## config.mk

```make
export PLATFORM = sky130hd
export DESIGN_NAME = serial_magnitude_comparator
export DESIGN_NICKNAME = d
export VERILOG_FILES = /design/src/rtl/comparator_pkg.sv /design/src/rtl/cmp_bit_cell.sv /design/src/rtl/serial_magnitude_comparator.sv
export SDC_FILE = /design/constraint.sdc
export NUM_CORES = 1
export LEC_CHECK = 0
export CORE_AREA = 2 2 39 41
export DETAILED_ROUTE_END_ITERATION = 10
export DIE_AREA = 0 0 41 43
export GPL_TIMING_DRIVEN = 0
export PLACE_DENSITY_LB_ADDON = 0.05
export SETUP_SLACK_MARGIN = 0.02
export SLEW_MARGIN = 20
export SYNTH_ARGS = -nofsm -noshare
export SYNTH_HDL_FRONTEND = slang
export SYNTH_SLANG_ARGS = --single-unit
```

## constraint.sdc

```tcl
create_clock -name clk -period 1.7 [get_ports clk]
set_input_delay 0.34 -clock clk [delete_from_list [all_inputs] [get_ports clk]]
set_output_delay 0.34 -clock clk [all_outputs]
set_load 0.01 [all_outputs]
```

## src/rtl/comparator_pkg.sv

```systemverilog
// Shared definitions for the magnitude comparators.
//   state_e : serial comparator FSM states (IDLE, SHIFT)
//   dec_e   : running decision of an MSB-first compare (UNDECIDED, LT, GT)
//   lge_t   : result flags {l, e, g}, the same one-hot layout the parallel
//             3-bit comparator drives, so both blocks compare bit-for-bit
//   dec_to_flags : final decision -> one-hot flags (UNDECIDED means equal)
package comparator_pkg;

  typedef enum logic {
    IDLE  = 1'b0,
    SHIFT = 1'b1
  } state_e;

  typedef enum logic [1:0] {
    UNDECIDED = 2'd0,
    LT        = 2'd1,
    GT        = 2'd2
  } dec_e;

  typedef struct packed {
    logic l;
    logic e;
    logic g;
  } lge_t;

  localparam lge_t FLAGS_CLR = '0;

  function automatic lge_t dec_to_flags(input dec_e d);
    lge_t f;
    f = FLAGS_CLR;
    case (d)
      LT:      f.l = 1'b1;
      GT:      f.g = 1'b1;
      default: f.e = 1'b1;
    endcase
    return f;
  endfunction

endpackage

```

## src/rtl/cmp_bit_cell.sv

```systemverilog
// One bit step of an MSB-first unsigned compare.
//   dec_in  : decision from the more significant bits
//   a_bit   : current bit of operand A
//   b_bit   : current bit of operand B
//   dec_out : decision including this bit
// Purely combinational; cells can be chained for multi-bit-per-beat use.
module cmp_bit_cell
  import comparator_pkg::*;
(
  input  dec_e dec_in,
  input  logic a_bit,
  input  logic b_bit,
  output dec_e dec_out
);

  always_comb begin
    dec_out = dec_in;
    // The first differing bit from the MSB decides; later bits cannot override.
    if (dec_in == UNDECIDED && a_bit != b_bit)
      dec_out = a_bit ? GT : LT;
  end

endmodule

```

## src/rtl/serial_magnitude_comparator.sv

```systemverilog
// Bit-serial unsigned magnitude comparator, MSB first.
//   clk, rst_n       : rising-edge clock, async active-low reset
//   start            : begin a compare (sampled only in IDLE)
//   bit_valid        : a_bit/b_bit carry a bit pair this cycle (SHIFT only)
//   a_bit, b_bit     : operand bits, MSB first
//   busy             : high while in SHIFT
//   done             : one-cycle pulse when L/E/G were just updated
//   L, E, G          : A<B, A==B, A>B; exactly one set after a compare,
//                      held until the next accepted start
module serial_magnitude_comparator
  import comparator_pkg::*;
#(
  parameter int WIDTH = 3
) (
  input  logic clk,
  input  logic rst_n,
  input  logic start,
  input  logic bit_valid,
  input  logic a_bit,
  input  logic b_bit,
  output logic busy,
  output logic done,
  output logic L,
  output logic E,
  output logic G
);

  localparam int CW = $clog2(WIDTH + 1);

  state_e          state_q, state_d;
  logic [CW-1:0]   cnt_q, cnt_d;
  dec_e            dec_q, dec_d, dec_cell;
  lge_t            flags_q, flags_d;
  logic            done_q, done_d;

  cmp_bit_cell u_cell (
    .dec_in  (dec_q),
    .a_bit   (a_bit),
    .b_bit   (b_bit),
    .dec_out (dec_cell)
  );

  always_ff @(posedge clk or negedge rst_n) begin
    if (!rst_n) begin
      state_q <= IDLE;
      cnt_q   <= '0;
      dec_q   <= UNDECIDED;
      flags_q <= FLAGS_CLR;
      done_q  <= 1'b0;
    end else begin
      state_q <= state_d;
      cnt_q   <= cnt_d;
      dec_q   <= dec_d;
      flags_q <= flags_d;
      done_q  <= done_d;
    end
  end

  always_comb begin
    state_d = state_q;
    cnt_d   = cnt_q;
    dec_d   = dec_q;
    flags_d = flags_q;
    done_d  = 1'b0;
    case (state_q)
      IDLE: begin
        // Bit inputs on the start cycle are not part of the operand.
        if (start) begin
          state_d = SHIFT;
          cnt_d   = CW'(WIDTH);
          dec_d   = UNDECIDED;
          flags_d = FLAGS_CLR;
        end
      end
      SHIFT: begin
        // No bit_valid: bubble, everything holds. start is ignored here.
        if (bit_valid) begin
          cnt_d = cnt_q - CW'(1);
          dec_d = dec_cell;
          if (cnt_q == CW'(1)) begin
            // Use the cell output so the last bit can still decide.
            flags_d = dec_to_flags(dec_cell);
            done_d  = 1'b1;
            state_d = IDLE;
          end
        end
      end
      default: state_d = IDLE;
    endcase
  end

  assign busy = (state_q == SHIFT);
  assign done = done_q;
  assign L    = flags_q.l;
  assign E    = flags_q.e;
  assign G    = flags_q.g;

endmodule

```

### Word level (Yosys, flattened, before mapping)

Cells that the tools add are included.

| operators by class | value |
|---|---|
| add/sub/neg operators | 1 |
| $mul | 0 |
| divide/modulo/power cells | 0 |
| order comparisons | 0 |
| equality and inequality tests | 7 |
| shift operators | 0 |
| mux-type cells | 22 |
| bitwise operators | 1 |
| reductions and logical operators | 5 |

Operators by type and width:

| operator | count |
|---|---|
| 2-to-1 mux 2 bit | 6 |
| 2-to-1 mux 1 bit | 9 |
| 2-to-1 mux 3 bit | 3 |
| case mux 2 bit (2 select lines) | 2 |
| case mux 3 bit (2 select lines) | 1 |
| == test 2 x 1 -> 1 bit (second input constant) | 2 |
| inequality test 2 bit (second input constant) | 2 |
| AND reduction 3 bit | 1 |
| == test 2 bit (second input constant) | 1 |
| logical NOT 2 bit | 1 |
| inequality test 2 x 1 -> 1 bit (second input constant) | 1 |
| case mux 1 bit (2 select lines) | 1 |
| AND reduction 2 bit | 1 |
| OR reduction 2 bit | 1 |
| subtractor 2 x 1 -> 2 bit (second input constant) | 1 |
| logical AND 1 bit | 1 |
| inequality test 1 bit | 1 |
| inverter 1 bit | 1 |

| word-level totals | value |
|---|---|
| bits in registers | 9 |
| bits in latches | 0 |
| RAM bits | 0 |
| memory bits (read-only) | 0 |
| output and inout bits | 5 |
| memories kept | 0 |

### Longest topological paths before layout

| depth | value |
|---|---|
| word-level depth | 9 |
| depth in mapped cells | 5 |

### Modules after synthesis

A second synthesis with hierarchy kept.

| unflattened totals | value |
|---|---|
| cell total of the unflattened synthesis | 46 |
| area total of the unflattened synthesis | 500.5 um^2 |

Modules (own cells, without submodules):

| module | times used | cells an instance | area an instance (um^2) | seq. area each (um^2) |
|---|---|---|---|---|
| serial_magnitude_comparator | 1 | 42 | 475.5 | 225.2 |
| cmp_bit_cell | 1 | 4 | 25.0 | 0.0 |

### Least setup slack after synthesis

Ideal clock, no wire load.

| path | value |
|---|---|
| kind | register -> register |
| start point | register cnt_q[1] |
| end point | register flags_q (netlist bit G) |
| arrival time | 0.997 ns |
| slack | 0.638 ns |
| stages on the path, launching flop included | 6 |
| buffers on the path | 0 |
| period minus slack after synthesis | 1.062 ns |
| cell sequence | dfrtp_1 inv_1 ha_1 nand3_2 a211oi_1 a31o_1 |

| on the way | value |
|---|---|
| longest elaborated chain between the ends | 3 |

Ends and longest elaborated chain:

| item | line | source |
|---|---|---|
| start, declared | serial_magnitude_comparator.sv:31 | `logic [CW-1:0] cnt_q, cnt_d;` |
| start signal, assigned | serial_magnitude_comparator.sv:52 | `cnt_q <= cnt_d;` |
| == test 2 x 1 -> 1 bit | serial_magnitude_comparator.sv:80 | `if (cnt_q == CW'(1)) begin` |
| inequality test 2 x 1 -> 1 bit (no source line) | -- |  |
| AND reduction 3 bit (no source line) | -- |  |
| end signal, assigned | serial_magnitude_comparator.sv:54 | `flags_q <= flags_d;` |
| end, declared | serial_magnitude_comparator.sv:33 | `lge_t flags_q, flags_d;` |

No other way between the ends.
A chain may end at the register's enable or synchronous reset.

### Worst setup path after layout

| path | value |
|---|---|
| start point | register state_q, in the netlist busy |
| end point | output port busy |

RTL lines:

| item | line | source |
|---|---|---|
| start, declared | serial_magnitude_comparator.sv:30 | `state_e state_q, state_d;` |
| start signal, assigned | serial_magnitude_comparator.sv:51 | `state_q <= state_d;` |
| end, declared | serial_magnitude_comparator.sv:21 | `output logic busy,` |

No word-level cell between the ends.

==> results.tsv <==
stage	metric	value	unit
detailed_routing	final WL	803	um
logic_synthesis	synth unique cells	17	
global_route	grt ovf	0	
critical_path	Crit Path Category	register to output pin	
sta	Rel. slew slack	72.9	%
global_route	vias in the first global route	328	
final_layout	Ant. Diodes	0	
detailed_routing	met1 WL	347	um
logic_synthesis	post-synthesis adder-cell area fraction	3.10	%
floorplanning	die width	41	um
final_layout	fin cells	68	
sta	final hold violations	0	
critical_path	Crit path required time	1360	ps
min_path	worst hold path class	input pin to asynchronous set/reset pin	
critical_path	max incr delay on CP	570	ps
critical_path	Crit path buffers/inverters	1	
critical_path	Critical Path End Type	output pin	
sta	highest achievable clock rate	0.624	GHz
placed_design	placed insts	64	
global_route	initial antenna violation count	0	
cts	post-CTS setup repair buffer count	0	
final_layout	Area growth syn-to-layout	36.2	%
sta	final worst slack	97.8	ps
final_layout	final-layout fill cell count	133	
logic_synthesis	mux cell area share after synthesis	0	%
sta	setup TNS	0	ps
outcome	run status	completed	
cts	H-Tree Depth	1	
critical_path	Crit path arrival time	1260	ps
detailed_routing	max layer used	met4	
detailed_routing	DRT iter0 DRCs	2	
power	maximum VDD drop	0.000479	V
logic_synthesis	post-synthesis cell count	38	
floorplanning	core area	1380	um2
sta	WHS	378	ps
critical_path	worst setup path start	busy$_DFF_PN0_	
power	power after layout	0.000929	W
final_layout	fraction of layout cells with a size suffix above 1	9.62	%
critical_path	r2r setup slk	460	ps
floorplanning	Top Ports	11	
global_route	Total Routing Usage GR	12.0	%
cts	PostCTS Resize Cnt	0	
cts	Num CTS Buffers	3	
critical_path	Critical Path Stages	1	
sta	Slew Limit Fails	0	
critical_path	worst reg-to-reg path cell count	5	
critical_path	Critical R2R Capture	L$_DFFE_PN0P_	
sta	RSZ-0062 raised after global routing	false	
floorplanning	die area	1760	um2
placed_design	GPL Wtd Cong	0.698	
logic_synthesis	simple-gate share of the synthesized area	20.4	%
cts	Worst-Skew Late Latency	250	ps
logic_synthesis	Synth Area per Inst	10.6	um2
cts	CTS sink count	9	
critical_path	element type at the critical path start	register	
detailed_routing	DRC violations left	0	
flow_run	max_cap viols	0	
detailed_routing	DR WL met3	44	um
floorplanning	initial core utilization	29.2	%
placed_design	IO buf count	10	
critical_path	CP max-delay cell	clkdlybuf4s50_1	
detailed_routing	routed len/inst	11.8	um
detailed_routing	vias	336	
sta	fin crit period	1600	ps
logic_synthesis	post-synthesis compound-gate area fraction	14.9	%
floorplanning	Rows	14	
detailed_routing	vias per cell	4.94	
placed_design	DP Worst Slack	141	ps
detailed_routing	Final ANT Viol Nets	0	
logic_synthesis	YS warnings	0	
sta	final worst path period share	94.2	%
cts	Root Buffer	clkbuf_4	
sta	Final Setup Violations	0	
sta	clk_skew	4.00	ps
power	Power Density	1690	nW/um2
cts	hold buffer count at CTS	0	
critical_path	Worst Path Max Fanout	6	
global_route	first-pass GRT wire length	1340	um
global_route	largest net degree at the start of global routing	10	
floorplanning	Die Y-Extent	43	um
cts	CTS tree	built	
critical_path	Top delay family on crit path	buffers and inverters	
logic_synthesis	post-synthesis xor/xnor area fraction	2.17	%
detailed_routing	met2 WL	400	um
detailed_routing	drt pass-1 iters	3	
logic_synthesis	Post-Syn Area	404	um2
logic_synthesis	#FFs+latches synth	9	
cts	CTS Buffer Depth	2	
final_layout	nets@finish	60	
final_layout	commonest non-fill, non-tap cell in the layout	clkdlybuf4s50_1	
critical_path	origin of the critical flop-to-flop path	cnt_q[1]$_DFFE_PN0P_	
cts	Reg clk slew, reported paths	60	ps
logic_synthesis	largest family of logic cells by synthesized area	simple AND/OR/NAND/NOR gates	
final_layout	most frequent cells in the layout	clkdlybuf4s50_1 (10), dfrtp_1 (9), inv_1 (4), nand2_1 (4), clkbuf_4 (3)	
sta	worst-margin pin slew	406	ps
power	leakage	0.249	nW
logic_synthesis	Syn Nets	45	
logic_synthesis	Seq/Total Area, Yosys	55.7	%
critical_path	critical path cell sequence	clkdlybuf4s50_1	
cell type report:
cell class,instances,area (um2),share of cell area [%]
Timing Repair Buffer,10,100,18.2
Multi-Input combinational cell,25,164,29.8
Tap cell,16,20.0,3.64
Inverter,4,15.0,2.73
Sequential cell,9,225,40.9
Clock buffer,4,26.3,4.77
routing by layer:
metal | track usage, % | vias to the layer above
met5 | 0 | -
met4 | 8.00 | 0
met3 | 3.14 | 2
met2 | 18.1 | 8
met1 | 14.0 | 166
li1 | - | 160
state kept, by name (all words and copies together) (netlist names):
name   cells
E          1
G          1
L          1
busy       1
cnt_q      2
dec_q      2
done       1
metrics by stage:
stage                     instance area (um2)  util (%)
after CTS                                 551      39.8
after global placement                    524      37.9
after global routing                      551      39.8
after floorplan                           404         -
final                                     551      39.8
after detailed placement                  524      37.9
cell families (layout without fill, tap and decap cells):
kind of cell / Yosys count / after routing
fa+ha+maj: 1 / 1
simple gates: 15 / 15
buf+inv: 4 / 18
flops: 9 / 9
compound gates: 8 / 8
xor+xnor: 1 / 1
power breakdown:
group	switching, W	leakage (nW)	internal (W)	total, W
logic	0.000166	0.124	0.000205	0.000371
registers	0.0000812	0.110	0.000314	0.000395
clock network	0.0000717	0.0150	0.0000903	0.000162
how the worst max path moves through the flow:
stage               slack (ps)             to
floorplan                  640  G$_DFFE_PN0P_
CTS                         90           busy
detailed placement         140  L$_DFFE_PN0P_
global route                40           busy
global placement           200  G$_DFFE_PN0P_
finish                     100           busy
cell usage after synthesis (all sizes together):
master,number,area (um2)
a211oi,2,15.0
a21oi,1,5.00
a22oi,1,7.51
a31o,2,17.5
dfrtp,9,225
ha,1,12.5
inv,4,15.0
nand2,4,15.0
nand2b,1,8.76
nand3,3,20.0
nand4,1,6.26
nor2,2,7.51
nor3,2,10.0
o21a,2,15.0
or2b,2,15.0
xor2,1,8.76
Note: power is estimated with default switching activity, not from simulation.
